File: src/rtl/mod_updown_counter_pkg.sv
// Shared types for the modulo-N up/down counter: direction and end-of-range mode encodings.
package counter_pkg;

    typedef enum logic {DIR_DOWN = 1'b0, DIR_UP = 1'b1} count_dir_e;
    typedef enum logic {MODE_WRAP = 1'b0, MODE_SAT = 1'b1} count_mode_e;

    // Width needed to hold a prescaler phase 0..prescale-1 (at least one bit).
    function automatic int unsigned pre_width(input int unsigned prescale);
        return (prescale > 1) ? $clog2(prescale) : 1;
    endfunction

endpackage

File: src/rtl/mod_updown_counter_tick_prescaler.sv
// Step prescaler: emits one tick every PRESCALE enabled cycles; phase holds while en is low.
module tick_prescaler
    import counter_pkg::*;
#(
    parameter int unsigned PRESCALE = 1
) (
    input  logic clk,
    input  logic rst,
    input  logic clr,
    input  logic en,
    output logic tick
);

    localparam int unsigned PW = pre_width(PRESCALE);
    localparam logic [PW-1:0] PRE_LAST = PW'(PRESCALE - 1);

    logic [PW-1:0] pre_cnt;

    // With PRESCALE==1 PRE_LAST is 0 and pre_cnt stays 0, so tick collapses to en.
    assign tick = en & (pre_cnt == PRE_LAST);

    always_ff @(posedge clk or negedge rst) begin
        if (!rst) begin
            pre_cnt <= '0;
        end else if (clr) begin
            pre_cnt <= '0;
        end else if (en) begin
            pre_cnt <= tick ? '0 : pre_cnt + PW'(1);
        end
    end

endmodule

File: src/rtl/mod_updown_counter.sv
// Modulo-N up/down counter with load, clear, prescaled stepping, wrap/saturate and status flags.
module mod_updown_counter
    import counter_pkg::*;
#(
    parameter int unsigned WIDTH    = 4,
    parameter int unsigned MODULO   = 16,
    parameter int unsigned PRESCALE = 1
) (
    input  logic             clk,
    input  logic             rst,
    input  logic             clr,
    input  logic             load,
    input  logic [WIDTH-1:0] load_val,
    input  logic             en,
    input  logic             dir,
    input  logic             sat,
    output logic [WIDTH-1:0] count,
    output logic             tc,
    output logic             wrap,
    output logic             ovf
);

    if (WIDTH < 1 || WIDTH > 31) begin : g_bad_width
        $fatal(1, "mod_updown_counter: WIDTH out of range");
    end
    if (MODULO < 2 || MODULO > (32'd1 << WIDTH)) begin : g_bad_modulo
        $fatal(1, "mod_updown_counter: MODULO must satisfy 2 <= MODULO <= 2**WIDTH");
    end
    if (PRESCALE < 1) begin : g_bad_prescale
        $fatal(1, "mod_updown_counter: PRESCALE must be >= 1");
    end

    localparam logic [WIDTH-1:0] CNT_MAX = WIDTH'(MODULO - 1);
    localparam logic [WIDTH:0]   MOD_EXT = (WIDTH + 1)'(MODULO);

    logic             tick;
    logic             is_up;
    logic             is_sat;
    logic [WIDTH-1:0] count_nxt;
    logic             wrap_nxt;
    logic             ovf_nxt;

    tick_prescaler #(
        .PRESCALE (PRESCALE)
    ) u_prescaler (
        .clk  (clk),
        .rst  (rst),
        .clr  (clr | load),
        .en   (en),
        .tick (tick)
    );

    assign is_up  = (count_dir_e'(dir) == DIR_UP);
    assign is_sat = (count_mode_e'(sat) == MODE_SAT);

    // tc doubles as the "step would leave the range" indicator.
    assign tc = is_up ? (count == CNT_MAX) : (count == '0);

    // Next state; priority clr > load > step > hold.
    always_comb begin
        count_nxt = count;
        wrap_nxt  = 1'b0;
        ovf_nxt   = ovf;
        if (clr) begin
            count_nxt = '0;
            ovf_nxt   = 1'b0;
        end else if (load) begin
            count_nxt = ({1'b0, load_val} >= MOD_EXT) ? CNT_MAX : load_val;
        end else if (tick) begin
            if (tc) begin
                ovf_nxt = 1'b1;
                if (!is_sat) begin
                    count_nxt = is_up ? '0 : CNT_MAX;
                    wrap_nxt  = 1'b1;
                end
            end else begin
                count_nxt = is_up ? count + WIDTH'(1) : count - WIDTH'(1);
            end
        end
    end

    always_ff @(posedge clk or negedge rst) begin
        if (!rst) begin
            count <= '0;
            wrap  <= 1'b0;
            ovf   <= 1'b0;
        end else begin
            count <= count_nxt;
            wrap  <= wrap_nxt;
            ovf   <= ovf_nxt;
        end
    end

endmodule

File: config.mk
export PLATFORM = sky130hd
export DESIGN_NAME = mod_updown_counter
export DESIGN_NICKNAME = d
export VERILOG_FILES = /design/src/rtl/mod_updown_counter_pkg.sv /design/src/rtl/mod_updown_counter_tick_prescaler.sv /design/src/rtl/mod_updown_counter.sv
export SDC_FILE = /design/constraint.sdc
export NUM_CORES = 1
export LEC_CHECK = 0
export CORE_ASPECT_RATIO = 0.9
export CORE_MARGIN = 1.5
export CORE_UTILIZATION = 30
export DETAILED_ROUTE_END_ITERATION = 10
export PLACE_DENSITY = 0.56
export SLEW_MARGIN = 30
export SYNTH_ARGS = -nofsm -noshare
export SYNTH_HDL_FRONTEND = slang
export SYNTH_HIERARCHICAL = 1
export SYNTH_SLANG_ARGS = --single-unit
export TNS_END_PERCENT = 20
File: constraint.sdc
create_clock -name clk -period 1.78 [get_ports clk]
set_clock_uncertainty 0.1 [all_clocks]
set_input_delay 0.356 -clock clk [delete_from_list [all_inputs] [get_ports clk]]
set_output_delay 0.356 -clock clk [all_outputs]
set_load 0.05 [all_outputs]
# After elaboration in Yosys (flattened, before gate mapping)

Index checks and enable logic that the tools add are counted.

Flip-flop bits (word level): 7
Bits of input ports: 11

Add/subtract/negate cells: 3
Eq/ne operators: 3
Multiplexer cells: 20
Bitwise gates (word level): 3
Reduce and logical (&&, ||, !) cells: 7

Operators by type and width:

| operator                                         | count |
|---|---|
| two-way mux 4 bit                                | 7 |
| two-way mux 1 bit                                | 13 |
| nonzero test 2 bit                               | 3 |
| adder 4 x 1 -> 4 bit, second input constant      | 1 |
| equality test 4 bit, second input constant       | 1 |
| zero test 4 bit                                  | 1 |
| inequality test 4 bit, second input constant     | 1 |
| subtractor 4 x 1 -> 4 bit, second input constant | 1 |
| AND reduction 3 bit                              | 1 |
| nonzero test 3 bit                               | 1 |
| inequality test 2 bit, second input constant     | 1 |
| AND reduction 2 bit                              | 1 |
| adder 1 bit, second input constant               | 1 |
| bitwise AND 1 bit                                | 1 |
| NOT 1 bit                                        | 1 |
| OR 1 bit                                         | 1 |

# Logic depth before layout (Yosys ltp)

Gate-level depths: netlist of run 1.

Depth in word-level cells: 6
Gate-level depth with buffers: 6

# Modules after synthesis

The synthesis of run 1 kept the hierarchy.

By module, submodules not included:

| module             | times used | cells an instance | area each (sq um) | sequential area each (sq um) |
|---|---|---|---|---|
| mod_updown_counter | 1          | 55                | 503.0             | 150.1 |
| tick_prescaler     | 1          | 3                 | 46.3              | 25.0 |

# Worst setup path before layout of run 1

Ideal clock, no wire load.

Path kind: register to register
Start: reg count[3]
End: reg wrap
Library setup time: 0.071 ns
Arrival: 2.124 ns
Data required time: 1.609 ns
Setup slack: -0.515 ns
Stages on the path, launching flop included: 4
Buffers on the path: 0
Path through: dfrtp_1 > or3_4 > o21ai_1 > and4_1

Longest elaborated chain between the ends: 6
Elaborated cells on any way between the ends: 7

RTL lines:

| what                                                          | line                     | source |
|---|---|---|
| start: declaration                                            | mod_updown_counter.sv:17 | `output logic [WIDTH-1:0] count,` |
| start signal: assignment                                      | mod_updown_counter.sv:88 | `count <= count_nxt;` |
| equality test 4 bit / zero test 4 bit (equally long branches) | mod_updown_counter.sv:57 | `assign tc = is_up ? (count == CNT_MAX) : (count == '0);` |
| two-way mux 1 bit (*)                                         | mod_updown_counter.sv:57 |  |
| net tc                                                        | mod_updown_counter.sv:18 | `output logic tc,` |
| two-way mux 1 bit (*)                                         | mod_updown_counter.sv:70 | `if (tc) begin` |
| two-way mux 1 bit (*)                                         | mod_updown_counter.sv:69 | `end else if (tick) begin` |
| two-way mux 1 bit (*)                                         | mod_updown_counter.sv:67 | `end else if (load) begin` |
| two-way mux 1 bit (*)                                         | mod_updown_counter.sv:64 | `if (clr) begin` |
| net wrap_nxt                                                  | mod_updown_counter.sv:40 | `logic wrap_nxt;` |
| end signal: assignment                                        | mod_updown_counter.sv:89 | `wrap <= wrap_nxt;` |
| end: declaration                                              | mod_updown_counter.sv:19 | `output logic wrap,` |

Mark *: on every way through the listed nets, which the timed path passes. The rest lies on a longest branch.
A chain may end at the register's enable or synchronous reset.

# Worst setup path after layout of run 1

Start: reg count[3]
End: out tc

Longest elaborated chain between the ends: 2
Elaborated cells on any way between the ends: 3

RTL lines:

| what                                                          | line |
|---|---|
| equality test 4 bit / zero test 4 bit (equally long branches) | mod_updown_counter.sv:57 |
| two-way mux 1 bit (*)                                         | mod_updown_counter.sv:57 |
| end: declaration                                              | mod_updown_counter.sv:18 |

Every way passes the cells marked *; elsewhere a longest branch is shown, timed or not.

==> results of run 1 <==
-- power groups by stage --
stage / Sequential [mW] / Clock, mW / Combinational, mW
finish: 0.188 / 0.144 / 0.306
global placement: 0.190 / 0 / 0.270
global route: 0.189 / 0.162 / 0.332
CTS: 0.186 / 0.152 / 0.287
detailed placement: 0.190 / 0 / 0.273
floorplan: 0.229 / 0 / 0.106
-- worst max-delay path, stage by stage, from the launching register on --
cell	delay, ns
dfrtp_2	0.41
or3_4	0.41
o21ai_4	0.17
buf_12	0.15
-- synth_stat cells --
library cell | number | area [µm²]
nand3_1 | 3 | 15.0
ha_1 | 2 | 25.0
o21ai_1 | 1 | 5.00
nor2_1 | 4 | 15.0
nor3b_2 | 1 | 12.5
a31oi_1 | 2 | 12.5
o21ai_2 | 1 | 8.76
o41ai_1 | 1 | 8.76
a311oi_2 | 1 | 15.0
dfrtp_1 | 7 | 175
a21oi_1 | 2 | 10.0
nand2_1 | 1 | 3.75
or2_2 | 2 | 12.5
a211oi_1 | 1 | 7.51
and4_1 | 1 | 8.76
fa_1 | 1 | 20.0
o31ai_4 | 1 | 21.3
o31ai_1 | 2 | 15.0
inv_1 | 6 | 22.5
o211ai_1 | 4 | 30.0
xor2_1 | 2 | 17.5
o21ai_0 | 2 | 10.0
o21a_1 | 1 | 7.51
mux2i_1 | 1 | 10.0
inv_2 | 1 | 3.75
or3_4 | 1 | 11.3
and2b_2 | 1 | 8.76
a21o_1 | 1 | 7.51
nand2b_1 | 1 | 6.26
and2_1 | 2 | 12.5
nor3_2 | 1 | 10.0
-- cell families after synthesis --
logic type | after synthesis
muxes | 1
adders and majority gates | 3
and+or+nand+nor | 18
DFF | 7
buffers and inverters | 7
xor gates and xnor gates | 2
AOI/OAI and AO/OA | 20
-- layer usage --
layer,global-route usage,share of wire
met1,0.257,0.50
met2,0.237,0.43
met5,0,0
met4,0.114,0.031
met3,0.0250,0.035
-- flip-flops by register name, indices dropped and copies added (netlist names) --
register / cells
count: 4
ovf: 1
u_prescaler/pre_cnt: 1
wrap: 1
-- repair_timing --
action | 4_1_cts | 5_1_grt
endpoints found under the setup margin | 4 | 6
buffers inserted | 2 | 0
gates resized for setup | 4 | 8
pin swaps | 4 | 6
-- placed cells by master (no fill, tap or decap), types with 2 or more instances in the layout --
cell / count
buf_6: 2
nand3_1: 2
clkbuf_4: 3
o21ai_2: 2
inv_1: 6
and2_1: 2
buf_12: 2
a31oi_1: 2
o31ai_1: 2
buf_4: 22
dfrtp_2: 4
clkdlybuf4s50_1: 9
xor2_1: 2
dfrtp_1: 3
ha_1: 2
o211ai_1: 4
nor2_1: 3
or2_4: 2
-- area by class of cell --
| type | instances | area (µm²) | share of cell area |
|---|---|---|---|
| inverters | 7 | 26.3 | 0.0269 |
| multi-input cells | 44 | 389 | 0.398 |
| flip-flops and latches | 7 | 180 | 0.184 |
| clock buffers | 4 | 26.3 | 0.0269 |
| repair buffers | 36 | 327 | 0.334 |
| well taps | 24 | 30.0 | 0.0307 |
-- path summary, 6_finish.rpt --
kind / from / cells after the start / slack (ns) / end
hold reg to reg: ovf / 2 / 0.41 / ovf
max in group asynchronous: rst / 1 / 1.07 / count[3]
setup / recovery: count[3] / 3 / -0.08 / tc
min in group clk: ovf / 2 / 0.41 / ovf
hold / removal: rst / 1 / 0.26 / count[1]
setup reg to reg: count[3] / 6 / 0.02 / count[2]
==> out/metrics.yaml, run 1 <==
sta:
  setup_tns_ns: -0.0775
  worst_slack_ns: -0.0775
  relSlewSlack: 0.792
  tightest_slew_ns: 0.311
  timing.fmax_mhz: 538
  min_period_ns: 1.86
  hold_slack_ns: 0.259
  setup_viol: 1
  rsz0062_at_grt: "true"
  min_period_over_period: 1.04
  drv_slew: 0
  report.final.hold_viol_count: 0
logic_synthesis:
  muxShareOfSynthArea: 0.0182
  synth.cell_area_um2: 549
  synth_top_family_by_area: "compound AO/OA/AOI/OAI gates"
  yosys_register_bits: 7
  yosysSeqAreaShare: 0.319
  synth_simple_gate_area_frac: 0.212
  syn_area_per_cell_um2: 9.47
  synth_compound_area_frac: 0.289
  syn_inst: 58
  synthAdderAreaFrac: 0.0820
  syn_nets: 72
  synth.distinct_cells: 31
  synth_xor_area_frac: 0.0319
  yosys_warnings: 6
grt:
  grt_usage: 0.177
  grt_pass1_vias: 581
  grt_first_pass_wirelength_mm: 2.55
  grt_overflow: 0
  antenna_found_initial: 0
  grt_max_degree: 8
power_and_ir_drop:
  power_leakage_nw: 0.420
  peakVddDrop_uv: 315
  intPower_mw: 0.406
  total_power_mw: 0.638
  p_comb_frac: 0.480
  p_sw_frac: 0.364
  power.net_switching_mw: 0.232
  clkPwrFrac: 0.226
  power.density_nw_per_um2: 652
  p_seq_frac: 0.294
detailed_routing:
  final_antenna_net_count: 0
  avgViaCountPerCell: 4.68
  post-route-drc-count: 0
  drt_iter0_drc: 11
  vias: 571
  firstDrtPassIters: 4
  drt_wl_total_mm: 1.41
  wl_per_cell_um: 11.6
critical_path:
  path_class: "reg2out"
  arrival_ns: 1.40
  crit_required_ns: 1.32
  crit_path_end_kind: "primary output"
  cp_max_fo: 2
  startpoint_type: "flip-flop"
die:
  initial_core_util: 0.323
  core_um2: 1700
  io_pins: 18
  dieArea_um2: 2100
  fp.dieH_um: 43.6
  std_cell_rows: 14
  dieWidth_um: 48.1
cts:
  hold_buffers: 0
  tritoncts: "yes"
  cts_max_level: 1
  worstSkewPairLatency_ns: 0.25
  clkTransAtPathRegs_ns: 0.05
  cts-buffers-inserted: 3
  cts.sinks: 7
  clk_path_buf_depth: 2
  root_buffer: "clkbuf_4"
outcome:
  status: "finished, violations left"
  violations: "negative setup slack"
finish:
  insertedDiodeCount: 0
  area_delta_synth_final_pct: 78.1
  drive_gt1_frac: 0.500
  final_area_um2: 978
  utilization: 0.576
  fill_cells: 163
  final_cells: 122
  nets: 113
placed_design:
  dp_slack_ns: -0.467
  dpl.hpwl_mm: 1.15
  io_buffers: 17
  place_area_um2: 901
  place_congestion: 0.804
  place_inst: 116
worst_hold_path:
  holdCritPathClass: "in2async"
run:
  drv_cap: 0
Note: power is estimated with default switching activity, not from simulation.
==> run 2: changes to the inputs <==
- CTS_CLUSTER_DIAMETER: not set -> 100
==> results of run 2 <==
The final DEF is identical to that of run 1; final timing and power are the same.
